`src/rtl/syn_fifo_pkg.sv`:
```
// Shared constants and elaboration helpers for the syn_fifo_pro synchronous FIFO.
// Read-mode selectors, depth computation and parameter-legality checks.
package syn_fifo_pkg;

  localparam int FWFT_OFF = 0;
  localparam int FWFT_ON  = 1;

  localparam int ADDR_WIDTH_MIN = 1;
  localparam int DATA_WIDTH_MIN = 1;
  localparam int AF_LEVEL_MIN   = 1;
  localparam int AE_LEVEL_MIN   = 0;

  function automatic int fifo_depth(input int addr_width);
    return 1 << addr_width;
  endfunction

  // AF_LEVEL must lie in 1..D and AE_LEVEL in 0..D-1 so both flags can toggle.
  function automatic bit fifo_params_ok(input int data_width, input int addr_width,
                                        input int af_level, input int ae_level,
                                        input int fwft);
    return (data_width >= DATA_WIDTH_MIN) && (addr_width >= ADDR_WIDTH_MIN) &&
           (af_level >= AF_LEVEL_MIN) && (af_level <= fifo_depth(addr_width)) &&
           (ae_level >= AE_LEVEL_MIN) && (ae_level <= fifo_depth(addr_width) - 1) &&
           ((fwft == FWFT_OFF) || (fwft == FWFT_ON));
  endfunction

endpackage

```
`src/rtl/syn_fifo_ram.sv`:
```
// Simple dual-port storage for syn_fifo_pro: synchronous write, asynchronous read.
// Contents are deliberately left unreset.
module syn_fifo_ram #(
  parameter int DATA_WIDTH = 8,
  parameter int ADDR_WIDTH = 4
) (
  input  logic                  clk,
  input  logic                  we,
  input  logic [ADDR_WIDTH-1:0] waddr,
  input  logic [DATA_WIDTH-1:0] wdata,
  input  logic [ADDR_WIDTH-1:0] raddr,
  output logic [DATA_WIDTH-1:0] rdata
);

  logic [DATA_WIDTH-1:0] mem [2**ADDR_WIDTH];

  always_ff @(posedge clk) begin
    if (we) mem[waddr] <= wdata;
  end

  assign rdata = mem[raddr];

endmodule

```
`src/rtl/syn_fifo_pro.sv`:
```
// Single-clock FIFO with occupancy count, almost flags, synchronous flush,
// sticky error flags and standard or first-word-fall-through read mode.
module syn_fifo_pro
  import syn_fifo_pkg::*;
#(
  parameter int DATA_WIDTH = 8,
  parameter int ADDR_WIDTH = 4,
  parameter int FWFT       = FWFT_OFF,
  parameter int AF_LEVEL   = 12,
  parameter int AE_LEVEL   = 2
) (
  input  logic                  clk,
  input  logic                  rst_n,
  input  logic                  wr_en,
  input  logic [DATA_WIDTH-1:0] data_in,
  input  logic                  rd_en,
  output logic [DATA_WIDTH-1:0] data_out,
  output logic                  data_valid,
  input  logic                  flush,
  input  logic                  clr_err,
  output logic                  empty,
  output logic                  full,
  output logic                  almost_empty,
  output logic                  almost_full,
  output logic [ADDR_WIDTH:0]   fcount,
  output logic                  overflow,
  output logic                  underflow
);

  localparam int PW = ADDR_WIDTH + 1;
  localparam logic [ADDR_WIDTH:0] DEPTH_CNT = PW'(fifo_depth(ADDR_WIDTH));
  localparam logic [ADDR_WIDTH:0] AF_CNT    = PW'(AF_LEVEL);
  localparam logic [ADDR_WIDTH:0] AE_CNT    = PW'(AE_LEVEL);

  if (!fifo_params_ok(DATA_WIDTH, ADDR_WIDTH, AF_LEVEL, AE_LEVEL, FWFT)) begin : g_bad_params
    $error("syn_fifo_pro: illegal parameter combination");
  end

  logic [ADDR_WIDTH:0]   wr_ptr;
  logic [ADDR_WIDTH:0]   rd_ptr;
  logic [DATA_WIDTH-1:0] ram_rdata;
  logic                  wr_acc;
  logic                  rd_acc;

  // Handshake: a write is taken on any edge where wr_en is high, the FIFO is not
  // full and no flush is requested; a read likewise needs rd_en, !empty, !flush.
  // Requests that fail only because of full/empty raise the sticky error flags.
  assign wr_acc = wr_en && !full && !flush;
  assign rd_acc = rd_en && !empty && !flush;

  assign fcount       = wr_ptr - rd_ptr;
  assign empty        = (fcount == '0);
  assign full         = (fcount == DEPTH_CNT);
  assign almost_empty = (fcount <= AE_CNT);
  assign almost_full  = (fcount >= AF_CNT);

  always_ff @(posedge clk or negedge rst_n) begin
    if (!rst_n) begin
      wr_ptr <= '0;
      rd_ptr <= '0;
    end else if (flush) begin
      wr_ptr <= '0;
      rd_ptr <= '0;
    end else begin
      if (wr_acc) wr_ptr <= wr_ptr + 1'b1;
      if (rd_acc) rd_ptr <= rd_ptr + 1'b1;
    end
  end

  // A fresh error in the same cycle as clr_err keeps the flag set.
  always_ff @(posedge clk or negedge rst_n) begin
    if (!rst_n) begin
      overflow  <= 1'b0;
      underflow <= 1'b0;
    end else begin
      if (wr_en && full && !flush) overflow <= 1'b1;
      else if (clr_err)            overflow <= 1'b0;
      if (rd_en && empty && !flush) underflow <= 1'b1;
      else if (clr_err)             underflow <= 1'b0;
    end
  end

  syn_fifo_ram #(
    .DATA_WIDTH(DATA_WIDTH),
    .ADDR_WIDTH(ADDR_WIDTH)
  ) u_ram (
    .clk  (clk),
    .we   (wr_acc),
    .waddr(wr_ptr[ADDR_WIDTH-1:0]),
    .wdata(data_in),
    .raddr(rd_ptr[ADDR_WIDTH-1:0]),
    .rdata(ram_rdata)
  );

  if (FWFT == FWFT_ON) begin : g_fwft
    assign data_out   = ram_rdata;
    assign data_valid = !empty;
  end else begin : g_std
    logic [DATA_WIDTH-1:0] dout_q;
    logic                  valid_q;

    always_ff @(posedge clk or negedge rst_n) begin
      if (!rst_n) begin
        dout_q  <= '0;
        valid_q <= 1'b0;
      end else begin
        valid_q <= rd_acc;
        if (rd_acc) dout_q <= ram_rdata;
      end
    end

    assign data_out   = dout_q;
    assign data_valid = valid_q;
  end

endmodule

```
`config.mk`:
```
export PLATFORM = sky130hd
export DESIGN_NAME = syn_fifo_pro
export DESIGN_NICKNAME = d
export VERILOG_FILES = /design/src/rtl/syn_fifo_pkg.sv /design/src/rtl/syn_fifo_ram.sv /design/src/rtl/syn_fifo_pro.sv
export SDC_FILE = /design/constraint.sdc
export NUM_CORES = 1
export LEC_CHECK = 0
export ABC_AREA = 0
export ABC_CLOCK_PERIOD_IN_PS = 3600
export BUFFER_PORTS_ARGS = -buffer_cell sky130_fd_sc_hd__buf_2
export CAP_MARGIN = 20
export CORE_MARGIN = 10
export CORE_UTILIZATION = 30
export CTS_CLUSTER_DIAMETER = 200
export DETAILED_ROUTE_END_ITERATION = 10
export GPL_ROUTABILITY_DRIVEN = 0
export MAX_ROUTING_LAYER = met4
export SKIP_CTS_REPAIR_TIMING = 1
export SLEW_MARGIN = 15
export SYNTH_ARGS = -nofsm -noshare
export SYNTH_HDL_FRONTEND = slang
export SYNTH_SLANG_ARGS = --single-unit
```
`constraint.sdc`:
```
create_clock -name clk -period 3.6 [get_ports clk]
set_clock_uncertainty 0.1 [all_clocks]
set_input_delay 0.18 -clock clk [delete_from_list [all_inputs] [get_ports clk]]
set_output_delay 0.18 -clock clk [all_outputs]
set_load 0.03 [all_outputs]
```
==> flow_summary.ini, run 1 <==
[run_status]
status = complete, no violations

[setup_path]
critical_path_class = reg -> out
endpoint_kind = output port
critPathArrivalTime_ns = 2.98
required_ns = 3.32
cp-start-kind = flip-flop
cp_max_fo = 8

[logic_synthesis]
synthCells = 345
ys_seq_elements = 149
synth_area_leaders = edfxtp_1 (63%), mux4_2 (12%), dfrtp_1 (8.5%)
syn_nets = 369
yosysUniqueCellTypes = 38
yosys_warnings = 0
syn-cell-area_sq_um = 6150
synth_top_area_cell = edfxtp_1
synth_top_area_share_pct = 62.5
synth.avg_cell_area_sq_um = 17.8
ys_seq_area_share_pct = 71.1

[routing]
routed_wl_mm = 13.3
ant_nets = 0
wl_per_cell_microns = 19.2
vias = 3286
routed_via_density = 4.74
drtIter0Drc = 228
drt-pass1-iter-count = 4
drc_errors = 0

[floorplanning]
die_w_microns = 163
io_pins = 34
dieHeight_microns = 163
die_area_sq_um = 26600
initial_core_util_pct = 30.5
coreArea_sq_um = 20200
rows = 52

[timing]
relSlewSlack_pct = 54.8
worstMarginPinSlew_ns = 0.679
rsz0062_at_grt = false
maxSlewViolCount = 0
setup_violations = 0
fin_setup_tns_ns = 0
hold_viol = 0
timing.final.crit_period_ns = 3.26
period_share_pct = 90.4
fmax_ghz = 0.307

[power]
finalPower_uw = 5310
power_density_nw_per_um2 = 718
p_leak_uw = 0.00257
ir_drop_v = 0.000346

[final_layout]
syn2layout_area_growth_pct = 20.4
n_antenna_cell = 0
fin_util_pct = 36.7
nets = 434
drive_gt1_share_pct = 35.0

[global_routing]
grt_overflow = 0
antenna_found_initial = 1
grtUsageTotal_pct = 10.8
grt_pass1_vias = 3486
grt_pass1_wl_mm = 21.0
grt_max_degree = 37

[clocking]
clockRootBuffer = clkbuf_16
cts.clk_slew.worst_paths_ns = 0.06
cts_tree = done
cts_buffers = 17
clock_sinks = 149
clk_latency_ns = 0.42
h-tree-depth = 4
max-clock-path-buffers = 2

[placement]
place_hpwl_mm = 9.26
io_buffers = 33

[min_path]
hold_class = in -> reg

[run]
drv_cap = 0
## final timing paths
kind                             startpoint         endpoint  slack [ns]  cells past startpoint
worst max-delay path              wr_ptr[0]     almost_empty        0.34                      9
worst min-delay path             data_in[3]  u_ram.mem[5][3]        0.06                      1
worst max register to register    wr_ptr[0]  u_ram.mem[2][1]        0.52                     11
worst min register to register  data_out[2]      data_out[2]        0.41                      1
max in group asynchronous             rst_n        rd_ptr[0]        2.88                      2
min in group asynchronous             rst_n        wr_ptr[1]        0.16                      2
## layer usage
layer  GRT usage [%]  routed length (microns)
met5               -                        0
met4            3.32                      138
met3            3.32                      776
met2            16.9                     6660
met1            13.3                     5760
## worst max-delay path, stage by stage (launching register included)
cell and delay (ns):
dfrtp_1 0.41, inv_1 0.11, ha_1 0.21, fa_1 0.42, nand2b_1 0.17, a21oi_1 0.21, xor2_2 0.23, inv_2 0.14
a2111oi_0 0.38, buf_2 0.27
## power by group
| group | internal, uW | leakage [uW] | total, uW | switching, uW |
|---|---|---|---|---|
| sequential | 1980 | 0.00142 | 2050 | 70.2 |
| clock | 969 | 0.000281 | 1690 | 722 |
| combinational | 592 | 0.000863 | 1570 | 976 |
## state kept, by name, indices dropped and copies added, names as in the netlist
| signal | count |
|---|---|
| wr_ptr | 5 |
| u_ram.mem | 128 |
| underflow | 1 |
| data_out | 8 |
| rd_ptr | 5 |
| overflow | 1 |
| data_valid | 1 |
## synth_stat cells
library cell,n
mux2_2,16
buf_1,2
mux2i_1,2
xor2_1,2
inv_1,9
or2_2,1
edfxtp_1,128
xnor2_1,1
o21ai_4,1
buf_4,1
nor2b_1,6
clkinv_1,1
a21boi_2,2
inv_2,1
nand2b_1,3
a22o_1,1
fa_1,1
clkbuf_1,6
a21oi_1,6
a2111oi_0,1
nand4_1,2
nor3_1,12
nor2_1,24
nor4b_1,1
xor2_2,1
nand3b_1,2
nand3_1,1
o21ai_1,1
buf_2,5
dfrtp_1,21
ha_1,9
a211oi_1,3
a21o_1,1
a32o_1,1
o22ai_1,16
mux4_2,32
nand2_1,18
nor4_1,4
## logic make-up after synthesis
kind of cell | synth area share, %
adders and majority gates | 2.16
AOI/OAI and AO/OA | 3.77
muxes | 15.0
DFF | 71.1
xor gates and xnor gates | 0.692
buffers and inverters | 1.69
and+or+nand+nor | 5.64
## area by class of cell
class	instances	area (sq um)
Multi-Input combinational cell	171	1710
Fill cell	1902	12800
Clock buffer	17	425
Sequential cell	149	4370
Timing Repair Buffer	60	375
Tap cell	270	338
Clock inverter	15	144
Inverter	11	41.3
## placed cells by master (no fill, tap or decap), types with 9 or more instances in the layout
cell type / instances
edfxtp_1: 128
buf_2: 33
mux4_2: 32
nor2_1: 24
buf_4: 24
dfrtp_1: 20
nand2_1: 18
clkbuf_16: 17
o22ai_1: 16
mux2_2: 16
nor3_1: 12
inv_1: 9
ha_1: 9
## through the flow
| step | setup slack [ns] | area, sq um | hold WS (ns) | instances |
|---|---|---|---|---|
| floorplan | -0.252 | 6150 | -0.216 | 345 |
| global placement | 0.539 | 6780 | 0.0714 | 655 |
| detailed placement | 0.482 | 6780 | 0.0879 | 655 |
| CTS | 0.136 | 7350 | -0.365 | 687 |
| global route | 0.133 | 7400 | 0.0488 | 693 |
| finish | 0.344 | 7400 | 0.0553 | 693 |
(Power assumes the default switching activity.)
==> run 2, diff against run 1 <==
- CTS_BUF_LIST: not set -> sky130_fd_sc_hd__clkbuf_8 sky130_fd_sc_hd__clkbuf_16
- TNS_END_PERCENT: not set -> 5
==> flow_summary.ini, run 2 (synthesized netlist as in run 1, its figures left out) <==
[run_status]
status = complete, no violations

[final_layout]
layout_common_cells = edfxtp_1 (128), buf_2 (33), mux4_2 (32)
fin_util_pct = 36.6
largest_reg_flops = 128
final_area_sq_um = 7390
top_register = u_ram.mem
layout.cells.most_common = edfxtp_1
syn2layout_area_growth_pct = 20.2
nets = 432
drive_gt1_share_pct = 34.4

[setup_path]
ff2ff_setup_slack_ns = 0.42
cp_max_fo = 8
critPathArrivalTime_ns = 3.05
critical_path_class = reg -> out
reg2regPathDepth = 9
timing.rr.start = wr_ptr[0]
endpoint_kind = output port
cp-start-kind = flip-flop
r2r-end = u_ram.mem[0][5]
required_ns = 3.32

[clocking]
max-clock-path-buffers = 2
clock_sinks = 149
h-tree-depth = 4
clk_latency_ns = 0.41
clockRootBuffer = clkbuf_16
cts_buffers = 17
cts_tree = done
cts.clk_slew.worst_paths_ns = 0.06

[floorplanning]
io_pins = 34
die_w_microns = 163
coreArea_sq_um = 20200
rows = 52
die_area_sq_um = 26600
initial_core_util_pct = 30.5
dieHeight_microns = 163

[timing]
rsz0062_at_grt = false
relSlewSlack_pct = 53.8
hold_ws_ns = 0.0363
fmax_ghz = 0.300
worstMarginPinSlew_ns = 0.693
timing.final.crit_period_ns = 3.33
setup_violations = 0
hold_viol = 0
period_share_pct = 92.4
maxSlewViolCount = 0
fin_setup_tns_ns = 0

[power]
ir_drop_v = 0.000283
finalPower_uw = 5270
power_density_nw_per_um2 = 714
p_leak_uw = 0.00253

[global_routing]
grt_pass1_wl_mm = 20.9
grtUsageTotal_pct = 10.8
antenna_found_initial = 1
grt_max_degree = 37
grt_pass1_vias = 3470
grt_overflow = 0

[placement]
placed_area_sq_um = 6780
io_buffers = 33
place_hpwl_mm = 9.23

[routing]
routed_wl_mm = 13.6
routed_via_density = 4.76
ant_nets = 0
vias = 3297
drtIter0Drc = 283
drc_errors = 0
wl_per_cell_microns = 19.7
drt-pass1-iter-count = 4

[min_path]
hold_class = in -> reg
holdPathStages = 2
min_to = overflow
min_from = wr_en

[run]
drv_cap = 0
==> run 2: cell count changes in the layout (fill, tap and decap cells not counted), moves of 2 or more <==
cell,previous run,this run
clkinv_1,2,4
clkinvlp_4,1,6
inv_6,6,0
inv_8,2,0
==> run 2: worst max-delay path by stage <==
stage                   start  depth (start not counted)  slack (ns)               end
finish              wr_ptr[0]                          9        0.27      almost_empty
global route        wr_ptr[0]                          9        0.08      almost_empty
CTS                 wr_ptr[0]                          9       0.006      almost_empty
detailed placement  wr_ptr[0]                          9        0.32  u_ram.mem[14][5]
global placement    wr_ptr[0]                          9        0.01  u_ram.mem[14][1]
floorplan           rd_ptr[2]                          8       -0.27   u_ram.mem[0][0]
==> run 2: stage by stage <==
| stage | worst slack [ns] | instances |
|---|---|---|
| CTS | 0.00555 | 687 |
| floorplan | -0.270 | 345 |
| global route | 0.0839 | 692 |
| global placement | 0.0127 | 655 |
| finish | 0.272 | 692 |
| detailed placement | 0.322 | 655 |
==> run 2: worst max-delay path, stage by stage, from the launching register on <==
cell	delay [ns]
dfrtp_1	0.41
inv_1	0.11
ha_1	0.22
fa_1	0.40
nand2b_1	0.17
a21oi_1	0.22
xor2_2	0.26
inv_2	0.15
a2111oi_0	0.41
buf_2	0.28
==> run 2: cell type report <==
class	count	area [sq um]
Multi-Input combinational cell	171	1710
Tap cell	270	338
Antenna cell	1	2.50
Inverter	11	41.3
Fill cell	1891	12800
Clock buffer	17	425
Timing Repair Buffer	58	358
Clock inverter	15	140
Sequential cell	149	4370
==> run 2: where the power goes <==
part	total (uW)	internal (uW)	switching, uW
Clock	1670	1010	659
Combinational	1560	571	987
Sequential	2050	1980	63.9
==> run 2: per-layer routing <==
layer	up-vias	part of all wire, %	track usage (%)
li1	1492	-	-
met1	1703	42	12.9
met2	92	50	16.9
met3	10	6.6	3.52
met4	0	0.74	3.57
met5	-	0	-
